### src/rtl/serial_add_sub_pkg.sv
`timescale 1ns/1ps
`default_nettype none
// ============================================================================
// Module   : serial_add_sub_pkg
// Brief    : Shared state encoding and default width for the bit-serial
//            adder/subtractor.
// Revision : 1.0 - initial release
// ============================================================================
package serial_add_sub_pkg;

  localparam int DEFAULT_WIDTH = 8;

  localparam logic [1:0] IDLE = 2'd0;
  localparam logic [1:0] RUN  = 2'd1;
  localparam logic [1:0] DONE = 2'd2;

  typedef enum logic [1:0] {
    ST_IDLE = IDLE,
    ST_RUN  = RUN,
    ST_DONE = DONE
  } state_t;

endpackage
`default_nettype wire

### src/rtl/serial_add_sub_cell.sv
`timescale 1ns/1ps
`default_nettype none
// ============================================================================
// Module   : full_add_sub_cell
// Brief    : Combinational 1-bit add/subtract cell. b is inverted internally
//            when sub=1, so callers pass raw operand bits.
// Revision : 1.0 - initial release
// ============================================================================
module full_add_sub_cell (
  input  logic a,
  input  logic b,
  input  logic sub,
  input  logic cin,
  output logic s,
  output logic cout
);

  logic w_b_eff;

  assign w_b_eff = b ^ sub;
  assign s       = a ^ w_b_eff ^ cin;
  assign cout    = (a & w_b_eff) | (a & cin) | (w_b_eff & cin);

endmodule
`default_nettype wire

### src/rtl/serial_add_sub.sv
`timescale 1ns/1ps
`default_nettype none
// ============================================================================
// Module   : serial_add_sub
// Brief    : Bit-serial two's-complement adder/subtractor. Operands are
//            shifted LSB-first through one 1-bit cell; the result, final
//            carry and signed overflow are published together on completion.
// Revision : 1.0 - initial release
// ============================================================================
module serial_add_sub
  import serial_add_sub_pkg::*;
#(
  parameter int WIDTH = DEFAULT_WIDTH
) (
  input  logic             clk,
  input  logic             rst,
  input  logic             start,
  input  logic             sub,
  input  logic [WIDTH-1:0] a,
  input  logic [WIDTH-1:0] b,
  output logic             busy,
  output logic             done,
  output logic [WIDTH-1:0] result,
  output logic             cout,
  output logic             overflow
);

  localparam int              CNT_W    = $clog2(WIDTH);
  localparam logic [CNT_W-1:0] LAST_BIT = CNT_W'(WIDTH - 1);

  state_t             r_state;
  logic [WIDTH-1:0]   r_a_sh;
  logic [WIDTH-1:0]   r_b_sh;
  logic [WIDTH-1:0]   r_sum_sh;
  logic               r_sub;
  logic               r_carry;
  logic [CNT_W-1:0]   r_cnt;

  logic               w_s;
  logic               w_c;

  full_add_sub_cell u_cell (
    .a    (r_a_sh[0]),
    .b    (r_b_sh[0]),
    .sub  (r_sub),
    .cin  (r_carry),
    .s    (w_s),
    .cout (w_c)
  );

  // Sequencer: capture operands, step one bit per clock, publish on the last bit.
  always_ff @(posedge clk) begin
    if (rst) begin
      r_state  <= ST_IDLE;
      r_a_sh   <= '0;
      r_b_sh   <= '0;
      r_sum_sh <= '0;
      r_sub    <= 1'b0;
      r_carry  <= 1'b0;
      r_cnt    <= '0;
      busy     <= 1'b0;
      done     <= 1'b0;
      result   <= '0;
      cout     <= 1'b0;
      overflow <= 1'b0;
    end else begin
      case (r_state)
        ST_IDLE, ST_DONE: begin
          // DONE behaves like IDLE for a new request, so back-to-back starts work.
          done <= 1'b0;
          if (start) begin
            r_a_sh  <= a;
            r_b_sh  <= b;
            r_sub   <= sub;
            r_carry <= sub;        // the +1 of a + ~b + 1
            r_cnt   <= '0;
            busy    <= 1'b1;
            r_state <= ST_RUN;
          end else begin
            r_state <= ST_IDLE;
          end
        end

        ST_RUN: begin
          r_carry  <= w_c;
          r_a_sh   <= r_a_sh >> 1;
          r_b_sh   <= r_b_sh >> 1;
          r_sum_sh <= {w_s, r_sum_sh[WIDTH-1:1]};
          r_cnt    <= r_cnt + CNT_W'(1);
          if (r_cnt == LAST_BIT) begin
            // r_carry here is the carry into the MSB, w_c the carry out of it.
            result   <= {w_s, r_sum_sh[WIDTH-1:1]};
            cout     <= w_c;
            overflow <= r_carry ^ w_c;
            busy     <= 1'b0;
            done     <= 1'b1;
            r_state  <= ST_DONE;
          end
        end

        default: begin
          busy    <= 1'b0;
          done    <= 1'b0;
          r_state <= ST_IDLE;
        end
      endcase
    end
  end

endmodule
`default_nettype wire

### config.mk
export PLATFORM = sky130hd
export DESIGN_NAME = serial_add_sub
export DESIGN_NICKNAME = d
export VERILOG_FILES = /design/src/rtl/serial_add_sub_pkg.sv /design/src/rtl/serial_add_sub_cell.sv /design/src/rtl/serial_add_sub.sv
export SDC_FILE = /design/constraint.sdc
export NUM_CORES = 1
export LEC_CHECK = 0
export ABC_AREA = 1
export BUFFER_PORTS_ARGS = -buffer_cell sky130_fd_sc_hd__buf_2
export CELL_PAD_IN_SITES_DETAIL_PLACEMENT = 1
export CELL_PAD_IN_SITES_GLOBAL_PLACEMENT = 1
export CORE_ASPECT_RATIO = 1.75
export CORE_UTILIZATION = 31
export DETAILED_ROUTE_END_ITERATION = 10
export PLACE_DENSITY = 0.65
export SLEW_MARGIN = 20
export SYNTH_ARGS = -nofsm -noshare
export SYNTH_HDL_FRONTEND = slang
export SYNTH_SLANG_ARGS = --single-unit
### constraint.sdc
create_clock -name clk -period 1.5 [get_ports clk]
set_input_delay 0.225 -clock clk [delete_from_list [all_inputs] [get_ports clk]]
set_output_delay 0.225 -clock clk [all_outputs]
set_load 0.05 [all_outputs]
# Yosys cells after proc, flatten, opt, wreduce, memory -nomap -nowiden
# Index checks and enable logic that the tools add are counted.
# totals
regBits	43
inputBits	20
output_inout_bits	12
elab_cells	50
# classes
add_sub_neg	1
eq_ne	5
mux	14
n_bitwise	10
reduce_logical	8
# op_table
operator	n
$pmux W8 S2	2
$mux W8	2
$reduce_and A2 Y1	4
$pmux W3 S2	1
$mux W1	4
$ne A2 B2 Y1 const B	2
$pmux W1 S2	2
$pmux W2 S2	1
$reduce_or A2 Y1	2
$xor A1 B1 Y1	4
$add A3 B1 Y3 const B	1
$and A1 B1 Y1	3
$eq A3 B3 Y1 const B	1
$mux W3	1
$eq A2 B1 Y1 const B	1
$eq A2 B2 Y1 const B	1
$logic_not A2 Y1	1
$mux W2	1
$or A1 B1 Y1	2
$reduce_bool A2 Y1	1
$not A1 Y1	1

# Logic depth before layout (Yosys ltp)
# Gate-level depths: netlist of run 1.
# depth
depth_word	5
depth_mapped	8
mapped_depth_nobuf	8

# Cells and area by module
# From an unflattened synthesis of run 1, not the netlist that was laid out.
# hier_totals
hier_cells	285
area_unflattened_um2	1959.4
# modules_own_cells
mod	instances	cells_each	area_per_inst_um2	seq_area_each_um2
serial_add_sub	1	275	1905.6	840.8
full_add_sub_cell	1	10	53.8	0.0

# Least setup slack after synthesis of run 1
# OpenSTA, ideal clock, no wires.
# synth_timing
path_kind	reg-to-reg
start	reg r_cnt[0]
end	reg cout
arrival_time_ns	1.158
slack_ns	0.214
path_stages_with_launch	8
n_path_buf	0
cell_sequence	dfxtp_1 -> ha_1 -> ha_1 -> inv_2 -> nor2_4 -> nand2_1 -> nand2_1 -> nor2_1
# synth_between
elab_chain_cells	2
# synth_rtl
element	line	text
start: declaration	serial_add_sub.sv:37	logic [CNT_W-1:0] r_cnt;
start signal: assignment	serial_add_sub.sv:89	r_cnt <= r_cnt + CNT_W'(1);
$eq A3 B3 Y1	serial_add_sub.sv:90	if (r_cnt == LAST_BIT) begin
$reduce_and A2 Y1 (no source line)	-	
end signal: assignment	serial_add_sub.sv:93	cout <= w_c;
end: declaration	serial_add_sub.sv:24	output logic cout,
# Every way passes these cells.
# A chain may end at the register's enable or synchronous reset.

# Worst setup path in the final report of run 1
# layout_timing
start	reg r_cnt[0]
end	reg result[6]
# layout_between
elab_chain_cells	2
# layout_rtl
element	line	text
$eq A3 B3 Y1	serial_add_sub.sv:90	
$reduce_and A2 Y1 (no source line)	-	
end signal: assignment	serial_add_sub.sv:92	result <= {w_s, r_sum_sh[WIDTH-1:1]};
end: declaration	serial_add_sub.sv:23	output logic [WIDTH-1:0] result,
# Every way passes these cells.

==> impl_metrics.csv, run 1 <==
group,metric,value,unit
routing,vias,1659,
pwr,finalPower,2.512,mW
setup_path,endpoint,"result[6]",
placed_design,dpl.hpwl,3184,um
setup_path,critical_path_class,"flip-flop to flip-flop",
routing,viasPerCell,4.660,
run_status,status,"complete, no violations",
placed_design,io_buffers,31,
cts,clk_latency,0.30,ns
sta,max_freq,0.7315,GHz
routing,drt_pass1_iterations,4,
cts,ctsRootBufferMaster,"clkbuf_8",
layout,fillers,753,
setup_path,worstSetupEndpointType,"flip-flop",
yosys,syn_avg_cell_area,7.666,sq um
placed_design,placed_area,2110,sq um
yosys,netlist_area,1871,sq um
grt,grt_busiest_layer,"met2",
yosys,ys_types,23,
setup_path,r2r_cells,8,
sta,tightestPinTransition,0.2781,ns
yosys,seq_area_frac_synth,0.4495,
yosys,ys_ff_latch,42,
grt,met3_usage,0.02970,
grt,grt_use_met2,0.2896,
setup_path,start_kind,"flip-flop",
yosys,synth.area.top_cells,"dfxtp_1, nand3_1, nor2_1",
grt,grt_first_pass_wirelength,7886,um
sta,fin_skew,0.007332,ns
cts,postCtsResizedCells,0,
placed_design,place_congestion,0.7828,
layout,n_antenna_cell,0,
die,std_cell_rows,37,
yosys,synth_nets,267,
pwr,p_per_area,1132,nW/um^2
placed_design,dp.cells,348,
pwr,p_leak,1.050,nW
cts,clkTransAtPathRegs,0.09,ns
cts,cts_hold_buf,0,
pwr,peakVddDrop,0.5373,mV
die,io_pins,32,
layout,fin_nets,300,
die,initial_core_util,0.3207,
sta,hold_violations,0,
grt,grtUsageMet1,0.1836,
layout,finalInstanceArea,2220,sq um
sta,slew_headroom,0.8140,
grt,antenna_found_initial,0,
cts,cts_max_level,2,
sta,slew_viol_final,0,
die,die-height,104.8,um
yosys,synth.top_cell.area_share,0.4495,
routing,dr.first_iter.drc_count,74,
cts,clockBufferDepth,2,
die,die_w,60.72,um
routing,wirelength,4534,um
grt,track_usage,0.1641,
setup_path,rr_startpoint,"r_cnt[0]",
routing,wl_per_cell,12.74,um
yosys,synth_top_cell_by_area,"dfxtp_1",
layout,drive_gt1_frac,0.2194,
setup_path,crit_fanout,9,
layout,finish.utilization,0.3805,
cts,tritoncts,"built",
sta,setup_viol,0,
die,die-area,6361,sq um
routing,ant_nets,0,
sta,grt_setup_unrepaired,"no",
setup_path,reg2reg_to,"result[6]",
yosys,yosysWarnings,0,
layout,syn_to_final_growth,18.66,%
cts,post_cts_buffers,0,
grt,overflow,0,
flow_run,drv_cap,0,
sta,fin_crit_sh,0.9114,
setup_path,required,1.75,ns
grt,grt_pass1_vias,1760,
hold_path,min_path_type,"input port to flip-flop",
setup_path,rrSetupSlack,0.13,ns
yosys,netlist_instances,244,
grt,grt_max_degree,31,
layout,final_cells,356,
die,coreArea,5833,sq um
routing,post-route-drc-count,0,
setup_path,cp.arrival,1.61,ns
sta,fin_setup_tns,0,ns
cts,cts.sinks,42,
setup_path,crit_path_start,"r_cnt[0]",
cts,cts_inserted_buffers,5,
sta,period_minus_slack,1.367,ns
per-layer routing:
metal  share of wire  up-vias
li1                -      837
met1            0.41      790
met2            0.54       26
met3           0.031        6
met4           0.019        0
met5               0        -
cell usage after synthesis (all sizes together):
master	instances
nor3	16
nand3b	1
nor2	47
xnor2	2
a21oi	7
inv	26
o21bai	6
buf	11
ha	2
clkbuf	2
o21ai	10
nand3	35
nand2	36
fa	1
dfxtp	42
power by group:
part | switching (mW) | internal, mW
Combinational | 0.231 | 0.154
Clock | 0.405 | 0.497
Sequential | 0.0368 | 1.19
per-stage QoR:
step / hold WS (ns) / setup slack, ns
2_1_floorplan: 0.3660 / 0.2136
4_1_cts: 0.1469 / 0.1172
3_5_place_dp: 0.4679 / 0.1336
3_3_place_gp: 0.4535 / 0.1870
6_report: 0.1528 / 0.1329
5_1_grt: 0.1665 / 0.009218
state kept, by name, summed over array words and instances, names as in the netlist:
| register | cells |
|---|---|
| r_sub | 1 |
| r_sum_sh | 7 |
| r_b_sh | 8 |
| r_carry | 1 |
| r_state | 2 |
| r_a_sh | 8 |
| r_cnt | 3 |
| cout | 1 |
| overflow | 1 |
| busy | 1 |
| done | 1 |
| result | 8 |
placed cells by master, fill, tap and decap left out:
cell / count
nand3_1: 35
a21oi_1: 4
clkinvlp_4: 1
ha_1: 2
nand2_4: 2
xnor2_1: 2
nor2_1: 45
inv_2: 4
inv_1: 22
buf_12: 3
nand2_1: 32
clkbuf_1: 1
dfxtp_1: 42
o21bai_1: 6
clkbuf_8: 5
a21oi_2: 3
bufinv_16: 1
o21ai_0: 8
fa_1: 1
nand3b_1: 1
buf_4: 5
nor3_1: 16
nand2_2: 2
buf_2: 31
o21ai_2: 2
nor2_4: 2
critical path, cell delays in order, from the launching register on:
cell and delay, ns:
dfxtp_1 0.39, ha_1 0.17, ha_1 0.17, inv_2 0.08
nor2_4 0.23, nand2_1 0.10, inv_2 0.08, nand2_1 0.05
nand2_1 0.06
kinds of logic (layout without fill, tap and decap cells):
| group | Yosys count | count (layout) | synth area share |
|---|---|---|---|
| xor gates and xnor gates | 2 | 2 | 0.009366 |
| DFF | 42 | 42 | 0.4495 |
| and+or+nand+nor | 135 | 135 | 0.3258 |
| AOI/OAI and AO/OA | 23 | 23 | 0.07960 |
| buffers and inverters | 39 | 73 | 0.1117 |
| adders and majority gates | 3 | 3 | 0.02408 |
worst min path at each step:
stage | slack, ns | cells after the start | endpoint | startpoint
after floorplan | 0.37 | 2 | r_a_sh[0] | a[0]
after global placement | 0.45 | 3 | r_a_sh[4] | a[4]
after detailed placement | 0.47 | 3 | r_b_sh[3] | b[3]
after CTS | 0.15 | 3 | r_b_sh[3] | b[3]
after global routing | 0.17 | 3 | r_b_sh[3] | b[3]
final | 0.15 | 3 | r_b_sh[3] | b[3]
layout make-up:
cell class | instances | area [sq um] | share of cell area
well taps | 78 | 97.59 | 0.04397
multi-input cells | 163 | 820.8 | 0.3698
inverters | 26 | 97.59 | 0.04397
repair buffers | 39 | 252.7 | 0.1139
flip-flops and latches | 42 | 840.8 | 0.3788
clock buffers | 6 | 72.57 | 0.03269
clock inverters | 2 | 37.54 | 0.01691
Power figures use the tool's default switching activity.
==> inputs of run 2 (changes only) <==
Settings changed: ABC_AREA 1 to unset.
==> run 2 against run 1 <==
Cell count down 19%. Combinational power down 32%. Via count down 14%. Power down 12%. Largest power group unchanged. The flow now finishes with violations (design-rule violations). Synthesized area down 9.9%. Clock skew up 0.0018 ns. Setup slack worse by 0.033 ns. First-iteration DRC count down 61%. Sequential power about the same. Critical path type unchanged. Register-to-register slack worse by 0.03 ns.
==> impl_metrics.csv, run 2 <==
group,metric,value,unit
pwr,p_leak,0.7892,nW
setup_path,endpoint,"cout",
setup_path,start_kind,"flip-flop",
cts,tritoncts,"built",
die,io_pins,32,
die,die-height,99.54,um
yosys,async_flop_share,0,
sta,period_minus_slack,1.400,ns
layout,reg_top3,"r_a_sh: 8 flops, r_b_sh: 8 flops, result: 8 flops",
layout,drive_gt1_frac,0.2000,
routing,wirelength,3626,um
yosys,synth_edf_count,0,
cts,ctsRootBufferMaster,"clkbuf_8",
die,die-area,5747,sq um
yosys,ys_types,25,
run_status,status,"finished, violations left",
pwr,finalPower,2.213,mW
cts,clk_latency,0.29,ns
cts,cts_max_level,2,
grt,antenna_found_initial,0,
routing,post-route-drc-count,4,
grt,track_usage,0.1337,
layout,layout_commonest_cell,"nand2_1",
yosys,ys.flop_type,"dfxtp_1",
placed_design,dpl.hpwl,2458,um
pwr,peakVddDrop,0.5083,mV
sta,max_freq,0.7142,GHz
cts,clkTransAtPathRegs,0.08,ns
cts,cts.sinks,42,
pwr,p_per_area,1112,nW/um^2
yosys,yosysWarnings,0,
flow_run,drv_cap,0,
yosys,synth_top_cell_by_area,"dfxtp_1",
routing,viasPerCell,4.945,
layout,mostFrequentLayoutCells,"nand2_1, dfxtp_1, buf_2",
yosys,synthMostInstantiatedCell,"nand2_1",
sta,fin_crit_sh,0.9335,
sta,fin_setup_tns,0,ns
layout,fin_nets,257,
die,die_w,57.74,um
placed_design,place_congestion,0.6951,
layout,fillers,650,
setup_path,cp.arrival,1.61,ns
grt,grt_first_pass_wirelength,5844,um
hold_path,min_path_type,"input port to flip-flop",
yosys,synth.area.top_cells,"dfxtp_1, nand2_1, a311oi_1",
sta,grt_setup_unrepaired,"no",
placed_design,io_buffers,31,
yosys,ys_ff_latch,42,
yosys,ys_top_cells_by_count,"nand2_1, dfxtp_1, a21oi_1, nor2_1, a311oi_1",
yosys,seq_area_frac_synth,0.4989,
setup_path,crit_path_start,"r_cnt[0]",
die,initial_core_util,0.3207,
layout,n_antenna_cell,0,
setup_path,reg2reg_to,"cout",
sta,slew_viol_final,0,
run_status,violations,"design-rule violations",
routing,wl_per_cell,12.50,um
sta,hold_violations,0,
routing,dr.first_iter.drc_count,29,
placed_design,pre_cts_slack,0.08477,ns
setup_path,rr_startpoint,"r_cnt[0]",
cts,cts_hold_buf,0,
die,std_cell_rows,35,
yosys,netlist_area,1685,sq um
layout,syn_to_final_growth,18.04,%
grt,grt_max_degree,45,
cts,cts_inserted_buffers,5,
layout,finish.utilization,0.3786,
cts,clockBufferDepth,2,
yosys,netlist_instances,205,
yosys,synth_nets,228,
yosys,synth.top_cell.area_share,0.4989,
sta,slew_headroom,0.7072,
sta,layout_setup_ws,0.09975,ns
grt,grt_pass1_vias,1228,
setup_path,crit_fanout,12,
setup_path,worstSetupEndpointType,"flip-flop",
sta,setup_viol,0,
setup_path,required,1.71,ns
sta,fin_skew,0.009135,ns
routing,ant_nets,0,
routing,vias,1434,
sta,tightestPinTransition,0.4392,ns
die,coreArea,5255,sq um
yosys,syn_avg_cell_area,8.221,sq um
sta,hold-worst-slack,0.1609,ns
setup_path,critical_path_class,"flip-flop to flip-flop",
setup_path,r2r_cells,6,
setup_path,rrSetupSlack,0.1,ns
grt,overflow,0,
routing,drt_pass1_iterations,7,
-- run 2: cell count changes after synthesis, moves of 8 or more --
cell      previous run  this run
nor3_1              16         1
o21ai_0              8         0
a21oi_1              4        22
nand2_1             32        63
a311oi_1             0        14
nand3_1             35         6
inv_1               22         2
nor2_1              45        20
-- run 2: cell type report --
| class | count | area [sq um] | area share |
|---|---|---|---|
| Clock inverter | 1 | 5.005 | 0.002516 |
| Multi-Input combinational cell | 145 | 748.2 | 0.3761 |
| Clock buffer | 7 | 86.33 | 0.04340 |
| Tap cell | 55 | 68.82 | 0.03459 |
| Inverter | 2 | 7.507 | 0.003774 |
| Timing Repair Buffer | 38 | 232.7 | 0.1170 |
| Sequential cell | 42 | 840.8 | 0.4226 |
-- run 2: cells by family after synthesis --
| family | share of synthesized area |
|---|---|
| AO/OA/AOI/OAI | 0.1656 |
| XOR/XNOR | 0.01040 |
| adder cells (fa/ha/maj) | 0.02672 |
| buffers and inverters | 0.05865 |
| flip-flops | 0.4989 |
| AND/OR/NAND/NOR | 0.2398 |
-- run 2: power breakdown --
group | internal, mW | switching [mW] | total [mW]
combinational | 0.109 | 0.153 | 0.263
sequential | 1.17 | 0.0328 | 1.20
clock | 0.371 | 0.375 | 0.746
total | 1.65 | 0.561 | 2.21
-- run 2: layer usage --
metal	up-vias	GRT usage	wire, um
li1	743	-	-
met1	660	0.1607	1645
met2	27	0.2174	1795
met3	4	0.02731	99
met4	0	0.07692	86
met5	-	0	0
-- run 2: critical path: stages (launching register included) --
cell      delay [ns]
dfxtp_1         0.35
ha_1            0.16
ha_2            0.21
and3b_1         0.16
buf_4           0.17
nor2_1          0.05
a211oi_1        0.20
-- run 2: worst min path at each step --
stage / from / endpoint / slack [ns] / cells past startpoint
3_5_place_dp: result[4] / result[4] / 0.44 / 2
5_1_grt: b[7] / r_b_sh[7] / 0.18 / 3
4_1_cts: b[7] / r_b_sh[7] / 0.15 / 3
2_1_floorplan: sub / r_sub / 0.36 / 2
6_report: b[7] / r_b_sh[7] / 0.16 / 3
3_3_place_gp: result[4] / result[4] / 0.44 / 2
-- run 2: what timing repair did --
action,CTS,global route
endpoints found under the setup margin,0,10
setup buffers,0,1
gates resized for setup,0,1
endpoints found under the hold margin,0,0
-- run 2: stage by stage --
step           std cells  area (sq um)
6_report             290          1989
5_1_grt              290          1989
4_1_cts              289          1979
3_5_place_dp         281          1888
3_3_place_gp         281          1888
2_1_floorplan        205          1685
